### src/rtl/cacheline_adapter_if.sv
// Bus bundles for the cache line adapter.
// dfp: the cache drives line requests, the adapter answers.
// bmem: the adapter drives bursts, banked memory answers.

interface cacheline_adapter_dfp_if #(
  parameter int LINE_W = 256
);
  logic [31:0]       dfp_addr;
  logic              dfp_read;
  logic              dfp_write;
  logic [LINE_W-1:0] dfp_wdata;
  logic [LINE_W-1:0] dfp_rdata;
  logic              dfp_resp;

  // Cache side issues requests
  modport master (
    output dfp_addr, dfp_read, dfp_write, dfp_wdata,
    input  dfp_rdata, dfp_resp
  );

  // Adapter side serves them
  modport slave (
    input  dfp_addr, dfp_read, dfp_write, dfp_wdata,
    output dfp_rdata, dfp_resp
  );
endinterface

interface cacheline_adapter_bmem_if #(
  parameter int BEAT_W = 64
);
  logic [31:0]       bmem_addr;
  logic              bmem_read;
  logic              bmem_write;
  logic [BEAT_W-1:0] bmem_wdata;
  logic              bmem_ready;
  logic [31:0]       bmem_raddr;
  logic [BEAT_W-1:0] bmem_rdata;
  logic              bmem_rvalid;

  // Adapter side issues bursts
  modport master (
    output bmem_addr, bmem_read, bmem_write, bmem_wdata,
    input  bmem_ready, bmem_raddr, bmem_rdata, bmem_rvalid
  );

  // Memory side serves them
  modport slave (
    input  bmem_addr, bmem_read, bmem_write, bmem_wdata,
    output bmem_ready, bmem_raddr, bmem_rdata, bmem_rvalid
  );
endinterface

### src/rtl/cacheline_adapter.sv
// Cache line adapter: turns one 256-bit line read/write from the data
// cache into a 4-beat 64-bit burst on banked memory. One transaction
// is in flight at a time; completion is a one-cycle dfp_resp pulse.

module cacheline_adapter #(
  parameter int BEAT_W    = 64,
  parameter int BURST_LEN = 4
) (
  input  logic                     clk,
  input  logic                     rst_n,
  cacheline_adapter_dfp_if.slave   dfp,
  cacheline_adapter_bmem_if.master bmem
);

  localparam int LINE_W = BEAT_W * BURST_LEN;
  localparam int CNT_W  = (BURST_LEN > 1) ? $clog2(BURST_LEN) : 1;
  localparam logic [CNT_W-1:0] LAST_BEAT = CNT_W'(BURST_LEN - 1);

  typedef enum logic [2:0] {
    IDLE    = 3'd0,
    RD_REQ  = 3'd1,
    RD_DATA = 3'd2,
    WR      = 3'd3,
    DONE    = 3'd4
  } state_t;

  state_t            state_reg, state_next;
  logic [CNT_W-1:0]  cnt_reg, cnt_next;
  logic [31:0]       addr_reg, addr_next;
  logic [LINE_W-1:0] wline_reg, wline_next;
  logic [LINE_W-1:0] buffer_reg, buffer_next;
  logic [LINE_W-1:0] rdata_hold_reg, rdata_hold_next;

  logic [BEAT_W-1:0]    wbeat [BURST_LEN];
  logic                 beat_hit;
  logic [BURST_LEN-1:0] beat_we;

  logic              bmem_read_int;
  logic              bmem_write_int;
  logic [31:0]       bmem_addr_int;
  logic [BEAT_W-1:0] bmem_wdata_int;
  logic              dfp_resp_int;

  // A returned beat belongs to us only while collecting and only if its
  // tag matches the burst we asked for; stale or foreign beats drop out.
  assign beat_hit = (state_reg == RD_DATA) && bmem.bmem_rvalid &&
                    (bmem.bmem_raddr == addr_reg);

  // Per-beat views: write line split into beats, and assembly buffer
  // slices that load only when their beat index is the one arriving.
  for (genvar gi = 0; gi < BURST_LEN; gi++) begin : g_beat
    assign wbeat[gi]   = wline_reg[gi*BEAT_W +: BEAT_W];
    assign beat_we[gi] = beat_hit && (cnt_reg == CNT_W'(gi));
    assign buffer_next[gi*BEAT_W +: BEAT_W] =
      beat_we[gi] ? bmem.bmem_rdata : buffer_reg[gi*BEAT_W +: BEAT_W];
  end

  // State, counter and datapath registers; reset abandons any burst.
  always_ff @(posedge clk or negedge rst_n) begin
    if (!rst_n) begin
      state_reg      <= IDLE;
      cnt_reg        <= '0;
      addr_reg       <= '0;
      wline_reg      <= '0;
      buffer_reg     <= '0;
      rdata_hold_reg <= '0;
    end else begin
      state_reg      <= state_next;
      cnt_reg        <= cnt_next;
      addr_reg       <= addr_next;
      wline_reg      <= wline_next;
      buffer_reg     <= buffer_next;
      rdata_hold_reg <= rdata_hold_next;
    end
  end

  // Next-state and bus outputs; everything idles to zero by default.
  always_comb begin
    state_next      = state_reg;
    cnt_next        = cnt_reg;
    addr_next       = addr_reg;
    wline_next      = wline_reg;
    rdata_hold_next = rdata_hold_reg;
    bmem_read_int   = 1'b0;
    bmem_write_int  = 1'b0;
    bmem_addr_int   = '0;
    bmem_wdata_int  = '0;
    dfp_resp_int    = 1'b0;

    case (state_reg)
      IDLE: begin
        // Write wins a tie so a dirty victim leaves before its refill.
        if (dfp.dfp_write) begin
          addr_next  = dfp.dfp_addr;
          wline_next = dfp.dfp_wdata;
          cnt_next   = '0;
          state_next = WR;
        end else if (dfp.dfp_read) begin
          addr_next  = dfp.dfp_addr;
          state_next = RD_REQ;
        end
      end

      RD_REQ: begin
        bmem_read_int = 1'b1;
        bmem_addr_int = addr_reg;
        if (bmem.bmem_ready) begin
          cnt_next   = '0;
          state_next = RD_DATA;
        end
      end

      RD_DATA: begin
        // Gaps between beats are fine; only tagged beats advance.
        if (beat_hit) begin
          cnt_next = cnt_reg + CNT_W'(1);
          if (cnt_reg == LAST_BEAT) begin
            state_next = DONE;
          end
        end
      end

      WR: begin
        bmem_write_int = 1'b1;
        bmem_addr_int  = addr_reg;
        bmem_wdata_int = wbeat[cnt_reg];
        // Only the first beat waits; once memory takes it, the rest of
        // the burst is guaranteed to be accepted back to back.
        if ((cnt_reg != '0) || bmem.bmem_ready) begin
          cnt_next = cnt_reg + CNT_W'(1);
          if (cnt_reg == LAST_BEAT) begin
            state_next = DONE;
          end
        end
      end

      DONE: begin
        dfp_resp_int    = 1'b1;
        rdata_hold_next = buffer_reg;
        state_next      = IDLE;
      end

      default: begin
        state_next = IDLE;
      end
    endcase
  end

  assign bmem.bmem_read  = bmem_read_int;
  assign bmem.bmem_write = bmem_write_int;
  assign bmem.bmem_addr  = bmem_addr_int;
  assign bmem.bmem_wdata = bmem_wdata_int;
  assign dfp.dfp_resp    = dfp_resp_int;
  // The live buffer is shown during the response; otherwise the line from
  // the last completion is held so partial assembly never leaks out.
  assign dfp.dfp_rdata   = (state_reg == DONE) ? buffer_reg : rdata_hold_reg;

  // A read request and a write beat are never driven together.
  assert property (@(posedge clk) disable iff (!rst_n)
                   !(bmem_read_int && bmem_write_int));

  // The completion pulse never lasts longer than one cycle.
  assert property (@(posedge clk) disable iff (!rst_n)
                   dfp_resp_int |=> !dfp_resp_int);

endmodule
### src/flat_wrapper.sv
// flat-port wrapper written by rule: the top's interface ports become plain ports
module cacheline_adapter_flat 
#(
  parameter int BEAT_W    = 64,
  parameter int BURST_LEN = 4
)
  (clk, rst_n, dfp_dfp_addr, dfp_dfp_read, dfp_dfp_write, dfp_dfp_wdata, dfp_dfp_rdata, dfp_dfp_resp, bmem_bmem_addr, bmem_bmem_read, bmem_bmem_write, bmem_bmem_wdata, bmem_bmem_ready, bmem_bmem_raddr, bmem_bmem_rdata, bmem_bmem_rvalid);
  cacheline_adapter_dfp_if dfp_i ();
  cacheline_adapter_bmem_if #(.BEAT_W(BEAT_W)) bmem_i ();
  input  logic clk;
  input  logic rst_n;
  input wire logic [$bits(dfp_i.dfp_addr)-1:0] dfp_dfp_addr;
  input wire logic [$bits(dfp_i.dfp_read)-1:0] dfp_dfp_read;
  input wire logic [$bits(dfp_i.dfp_write)-1:0] dfp_dfp_write;
  input wire logic [$bits(dfp_i.dfp_wdata)-1:0] dfp_dfp_wdata;
  output wire logic [$bits(dfp_i.dfp_rdata)-1:0] dfp_dfp_rdata;
  output wire logic [$bits(dfp_i.dfp_resp)-1:0] dfp_dfp_resp;
  output wire logic [$bits(bmem_i.bmem_addr)-1:0] bmem_bmem_addr;
  output wire logic [$bits(bmem_i.bmem_read)-1:0] bmem_bmem_read;
  output wire logic [$bits(bmem_i.bmem_write)-1:0] bmem_bmem_write;
  output wire logic [$bits(bmem_i.bmem_wdata)-1:0] bmem_bmem_wdata;
  input wire logic [$bits(bmem_i.bmem_ready)-1:0] bmem_bmem_ready;
  input wire logic [$bits(bmem_i.bmem_raddr)-1:0] bmem_bmem_raddr;
  input wire logic [$bits(bmem_i.bmem_rdata)-1:0] bmem_bmem_rdata;
  input wire logic [$bits(bmem_i.bmem_rvalid)-1:0] bmem_bmem_rvalid;
  assign dfp_i.dfp_addr = dfp_dfp_addr;
  assign dfp_i.dfp_read = dfp_dfp_read;
  assign dfp_i.dfp_write = dfp_dfp_write;
  assign dfp_i.dfp_wdata = dfp_dfp_wdata;
  assign dfp_dfp_rdata = dfp_i.dfp_rdata;
  assign dfp_dfp_resp = dfp_i.dfp_resp;
  assign bmem_bmem_addr = bmem_i.bmem_addr;
  assign bmem_bmem_read = bmem_i.bmem_read;
  assign bmem_bmem_write = bmem_i.bmem_write;
  assign bmem_bmem_wdata = bmem_i.bmem_wdata;
  assign bmem_i.bmem_ready = bmem_bmem_ready;
  assign bmem_i.bmem_raddr = bmem_bmem_raddr;
  assign bmem_i.bmem_rdata = bmem_bmem_rdata;
  assign bmem_i.bmem_rvalid = bmem_bmem_rvalid;
  cacheline_adapter #(.BEAT_W(BEAT_W), .BURST_LEN(BURST_LEN)) u_core (.clk(clk), .rst_n(rst_n), .dfp(dfp_i), .bmem(bmem_i));
endmodule
### config.mk
export PLATFORM = sky130hd
export DESIGN_NAME = cacheline_adapter_flat
export DESIGN_NICKNAME = d
export VERILOG_FILES = /design/src/rtl/cacheline_adapter_if.sv /design/src/rtl/cacheline_adapter.sv /design/src/flat_wrapper.sv
export SDC_FILE = /design/constraint.sdc
export NUM_CORES = 1
export LEC_CHECK = 0
export CAP_MARGIN = 10
export CELL_PAD_IN_SITES_DETAIL_PLACEMENT = 0
export CELL_PAD_IN_SITES_GLOBAL_PLACEMENT = 1
export CORE_MARGIN = 2
export CORE_UTILIZATION = 30
export DETAILED_ROUTE_END_ITERATION = 12
export PLACE_DENSITY = 0.71
export SETUP_SLACK_MARGIN = 0.4
export SLEW_MARGIN = 20
export SYNTH_ARGS = -nofsm -noshare
export SYNTH_HDL_FRONTEND = slang
export SYNTH_SLANG_ARGS = --single-unit
### constraint.sdc
create_clock -name clk -period 4.4 [get_ports clk]
set_input_delay 0.88 -clock clk [delete_from_list [all_inputs] [get_ports clk]]
set_output_delay 0.88 -clock clk [all_outputs]
set_load 0.02 [all_outputs]
# Word-level counts from Yosys, hierarchy flattened
# Cells that the tools add are included.
[word_totals]
register_bits = 805
mem_bits_ro = 0
in_bits = 390
ramBits = 0
latchBits = 0
n_memories = 0
[classes]
n_bitwise = 1
addsub = 1
div_mod_pow = 0
eq_ne = 13
n_mux = 23
shifts = 0
mul = 0
n_lt_le_gt_ge = 1
reduce_logical = 17
[ops]
columns = ["operator", "count"]
rows = [
  ["256-bit two-way mux", 1],
  ["64-bit two-way mux", 3],
  ["64-bit binary-select mux with 2-bit select", 1],
  ["32-bit two-way mux", 3],
  ["32-bit equality test", 1],
  ["3-bit two-way mux", 6],
  ["3-bit case mux with 4 select lines", 1],
  ["2-bit two-way mux", 4],
  ["2-bit case mux with 4 select lines", 1],
  ["3-bit by 2-bit equality test with 1-bit output, second input constant", 2],
  ["1-bit logical AND", 6],
  ["5-bit AND reduction", 1],
  ["2-bit equality test, second input constant", 2],
  ["2-bit by 1-bit inequality test with 1-bit output, second input constant", 2],
  ["2-bit inequality test, second input constant", 2],
  ["2-bit AND reduction", 2],
  ["4-bit AND reduction", 1],
  ["2-bit nonzero test", 2],
  ["4-bit nonzero test", 1],
  ["3-bit by 1-bit equality test with 1-bit output, second input constant", 1],
  ["3-bit equality test, second input constant", 1],
  ["3-bit >= comparator, second input constant", 1],
  ["3-bit logical NOT", 1],
  ["1-bit two-way mux", 3],
  ["other kinds (7)", 7],
]

# Longest topological paths before layout
[depth]
word_depth = 5
depth_mapped = 9
ltp_nobuf = 7

# Least setup slack after synthesis
# OpenSTA, ideal clock, no wires.
[synth_path]
kind = "register -> output"
from = "reg u_core.state_reg[1]"
to = "out dfp_dfp_rdata[246]"
slack_ns = 1.511
path_stages_with_launch = 6
t_required_ns = 3.520
t_arrival_ns = 2.009
cell_sequence = "dfrtp_1 > clkbuf_1 > nor3b_1 > clkbuf_1 > buf_2 > mux2_2"
[synth_between]
elab_chain_cells = 2
[synth_rtl]
columns = ["element", "line_no", "source"]
rows = [
  ["start, declared", "cacheline_adapter.sv:27", "state_t state_reg, state_next;"],
  ["start signal, assigned", "cacheline_adapter.sv:68", "state_reg <= state_next;"],
  ["3-bit equality test", "cacheline_adapter.sv:156", "assign dfp.dfp_rdata = (state_reg == DONE) ? buffer_reg : rdata_hold_reg;"],
  ["256-bit two-way mux", "cacheline_adapter.sv:156", ""],
  ["end, declared", "flat_wrapper.sv:16", "output wire logic [$bits(dfp_i.dfp_rdata)-1:0] dfp_dfp_rdata;"],
]
# Every way passes these cells.

# Worst setup path in the final report
[layout_path]
from = "reg u_core.state_reg[2]"
to = "out dfp_dfp_rdata[23]"
# The elaborated chain is that of the path after synthesis.

==> key figures <==
Power and ir drop
  – Total power draw: 0.0239 W
  – Switching Fraction: 28.5%
  – NetSw: 0.00679 W
  – Pleak: 22.4 nW
  – Logic pwr share: 25.7%
  – Clk pwr share: 33.5%
  – Reg power frac: between 40% and 50%
  – Int Pwr: between 0.015 and 0.02 W
  – P per Cell Area: 511 mW/mm²
  – Peak VDD IR: a little over 0.0003 V

Logic synthesis
  – Syn Std Cell Area: approximately 0.034 mm²
  – Cells after synthesis: 1990
  – Mapped Nets: 2384
  – Post-synthesis sequential area ratio: 59.8%
  – YS warnings: 0
  – Yosys cell types: 42
  – Synth Register Bits: 805
  – Synth top area share: 59.8%
  – Yosys top cell by area: dfrtp_1
  – Top cells by area, synth: dfrtp_1 (60%), mux2_2 (19%), mux2_4 (11%), mux4_2 (4.3%), and3_1 (1.2%)
  – Synthesized area per cell: 16.9 µm²

Routing
  – DRT antenna net count: 0
  – First-iteration detailed-routing DRC count: between 800 and 900
  – Drt pass-1 iters: 4
  – Final wirelength: 102 mm
  – Post-route DRC: 0
  – WL per Instance: 23.3 µm
  – Vias post-DR: 19900
  – Via density: 4.55

CTS
  – Clock tree buffer depth: 3
  – H-tree levels: 3
  – Clock sinks: 805
  – Total CTS buffers: 93
  – Clk slew on worst S/H paths: roughly 0.060 ns
  – CTS Hold Bufs: 0
  – Clk_lat worst skew: between 0.6 and 0.7 ns
  – Root Buffer: clkbuf_16
  – CTS tree: yes

Critical path
  – Setup crit end kind: output port
  – Critical Setup Path Class: reg2out
  – WP data arrival: 3.01 ns
  – Crit path max fanout: 24
  – Type of origin of the critical path: flop
  – Worst EP required: 3.52 ns

GRT
  – GRT Total Usage: 17.4%
  – First-pass GRT wire length: 151 mm
  – Initial antenna violation count: 28
  – Largest net degree at the start of global routing: 102
  – GR Overflow Total: 0
  – Vias in the first global route: between 20000 and 25000

Die
  – IO Pins: 745
  – Std cell rows: 122
  – Die height: 339 µm
  – Core Region: 0.111 mm²
  – Die Width: 339 µm
  – Starting Density: a little under a third
  – Die footprint: 0.115 mm²

Layout
  – Nets@finish: 3181
  – Layout cells sized above 1: about two fifths
  – Layout area overhead: 38.5%
  – Post-Route Utilization: 42.0%

Timing
  – Final Skew: 0.0636 ns
  – Slew Limit Fails: 0
  – Hold Fails Final Rpt: 0
  – Final period util: 88.4%
  – Fin Setup TNS: 0 ns
  – RSZ-0062 raised after global routing: false
  – Max Clock Freq: 257 MHz
  – Worst slew pin tran: just over 0.9 ns
  – # setup viols final: 0
  – Crit path time final: 3.89 ns
  – Max-slew headroom: 38.5%

Hold path
  – Type of the worst min-delay path: in2async

Status
  – Run status: complete, no violations

Placed design
  – RePlAce Congestion: 0.878
  – DPL Wire Length: 70.6 mm
  – Port Buffers: ~740

Flow run
  – Max-cap check violation count: 0
==> metal layers <==
metal	vias to the layer above	global-route usage (%)	part of all wire (%)
met5	-	0	0.17
met4	26	5.24	2.2
met3	150	6.43	9.0
met2	624	26.8	46
met1	10300	22.8	43
li1	8768	-	-
==> layout by cell type (no fill, tap or decap), types with 6 or more instances in the layout <==
cell type and n:
xnor2_1 23, mux4_2 64, buf_12 21, mux2_2 558, dlygate4sd2_1 31, nor2b_1 6
inv_1 6, clkbuf_8 25, clkbuf_1 13, mux2_4 240, diode_2 17, clkdlybuf4s50_1 667
clkbuf_16 94, and3_1 64, buf_4 42, dlymetal6s2s_1 45, and2_1 32, nand2b_1 10
bufinv_16 6, nand2_1 13, clkinv_2 19, dfrtp_1 800, buf_16 7
==> path summary, 6_finish.rpt <==
kind                                                 startpoint                                   end  slack (ns)  depth (start not counted)
min in group clk           u_core.rdata_hold_reg[188]$_DFF_PN0_  u_core.rdata_hold_reg[188]$_DFF_PN0_        0.49                          1
setup reg to reg                u_core.addr_reg[30]$_DFFE_PN0P_    u_core.buffer_reg[236]$_DFFE_PN0P_        1.44                          7
hold reg to reg            u_core.rdata_hold_reg[188]$_DFF_PN0_  u_core.rdata_hold_reg[188]$_DFF_PN0_        0.49                          1
hold / removal                                            rst_n   u_core.rdata_hold_reg[87]$_DFF_PN0_        0.29                          1
max in group asynchronous                                 rst_n      u_core.wline_reg[54]$_DFFE_PN0P_        2.86                          2
setup / recovery                u_core.state_reg[2]$_DFFE_PN0P_                     dfp_dfp_rdata[23]        0.51                          6
==> cell type report <==
type,instances,area (µm²)
fill,10100,64300
inverter,6,22.5
clock inverter,36,449
multi-input combinational,1060,12700
timing repair buffer,821,8640
sequential,805,20200
tap,1488,1860
clock buffer,132,2750
antenna,17,42.5
==> power by group through the flow <==
stage / clock (W) / sequential [W] / combinational, W
2_1_floorplan: 0 / 0.00937 / 0.00393
3_3_place_gp: 0 / 0.00989 / 0.00594
3_5_place_dp: 0 / 0.00992 / 0.00598
4_1_cts: 0.00822 / 0.00977 / 0.00614
5_1_grt: 0.00853 / 0.00990 / 0.00659
6_report: 0.00799 / 0.00973 / 0.00613
==> through the flow <==
step | area (µm²) | setup slack [ns] | cells | hold WS (ns)
CTS | 46400 | 0.398 | 4343 | 0.280
global route | 46600 | 0.402 | 4355 | 0.324
global placement | 43000 | 0.646 | 4164 | 0.479
finish | 46600 | 0.510 | 4365 | 0.287
detailed placement | 43000 | 0.641 | 4164 | 0.484
floorplan | 33700 | 1.51 | 1990 | 0.474
==> cells in the mapped netlist, drive strengths merged <==
| cell type | n |
|---|---|
| a2111o | 1 |
| a21o | 1 |
| a21oi | 1 |
| a31oi | 1 |
| and2 | 32 |
| and3 | 64 |
| and4 | 2 |
| buf | 86 |
| clkbuf | 33 |
| dfrtp | 805 |
| ha | 4 |
| inv | 6 |
| mux2 | 798 |
| mux4 | 64 |
| nand2 | 17 |
| nand2b | 10 |
| nand3 | 2 |
| nand4 | 4 |
| nand4b | 1 |
| nor2 | 5 |
| nor2b | 7 |
| nor3 | 3 |
| nor3b | 2 |
| nor4 | 2 |
| nor4b | 1 |
| o2111ai | 3 |
| o211ai | 2 |
| o21ai | 5 |
| o31ai | 1 |
| or2 | 1 |
| or2b | 1 |
| or3 | 1 |
| or3b | 1 |
| xnor2 | 23 |
==> cell families (layout without fill, tap and decap cells) <==
kind of cell | Yosys count | in the layout | share of synthesized area, %
other cells | 0 | 17 | 0
xor+xnor | 23 | 23 | 0.598
buf+inv | 125 | 995 | 2.50
compound gates | 15 | 15 | 0.308
flops | 805 | 805 | 59.8
simple gates | 156 | 156 | 3.00
mux | 862 | 862 | 33.6
fa+ha+maj | 4 | 4 | 0.149
==> critical path, stage by stage (launching register included) <==
cell             delay [ns]
dfrtp_2                0.48
nor3b_4                0.26
buf_12                 0.15
buf_12                 0.18
bufbuf_16              0.35
mux2_2                 0.37
clkdlybuf4s50_1        0.54
==> what timing repair did <==
action,CTS,global route
endpoints found under the setup margin,273,81
gates cloned,6,0
pin swaps,1,0
resized for setup,41,45
buffers inserted,5,5
No activity file was read; power rests on OpenSTA's default activity.
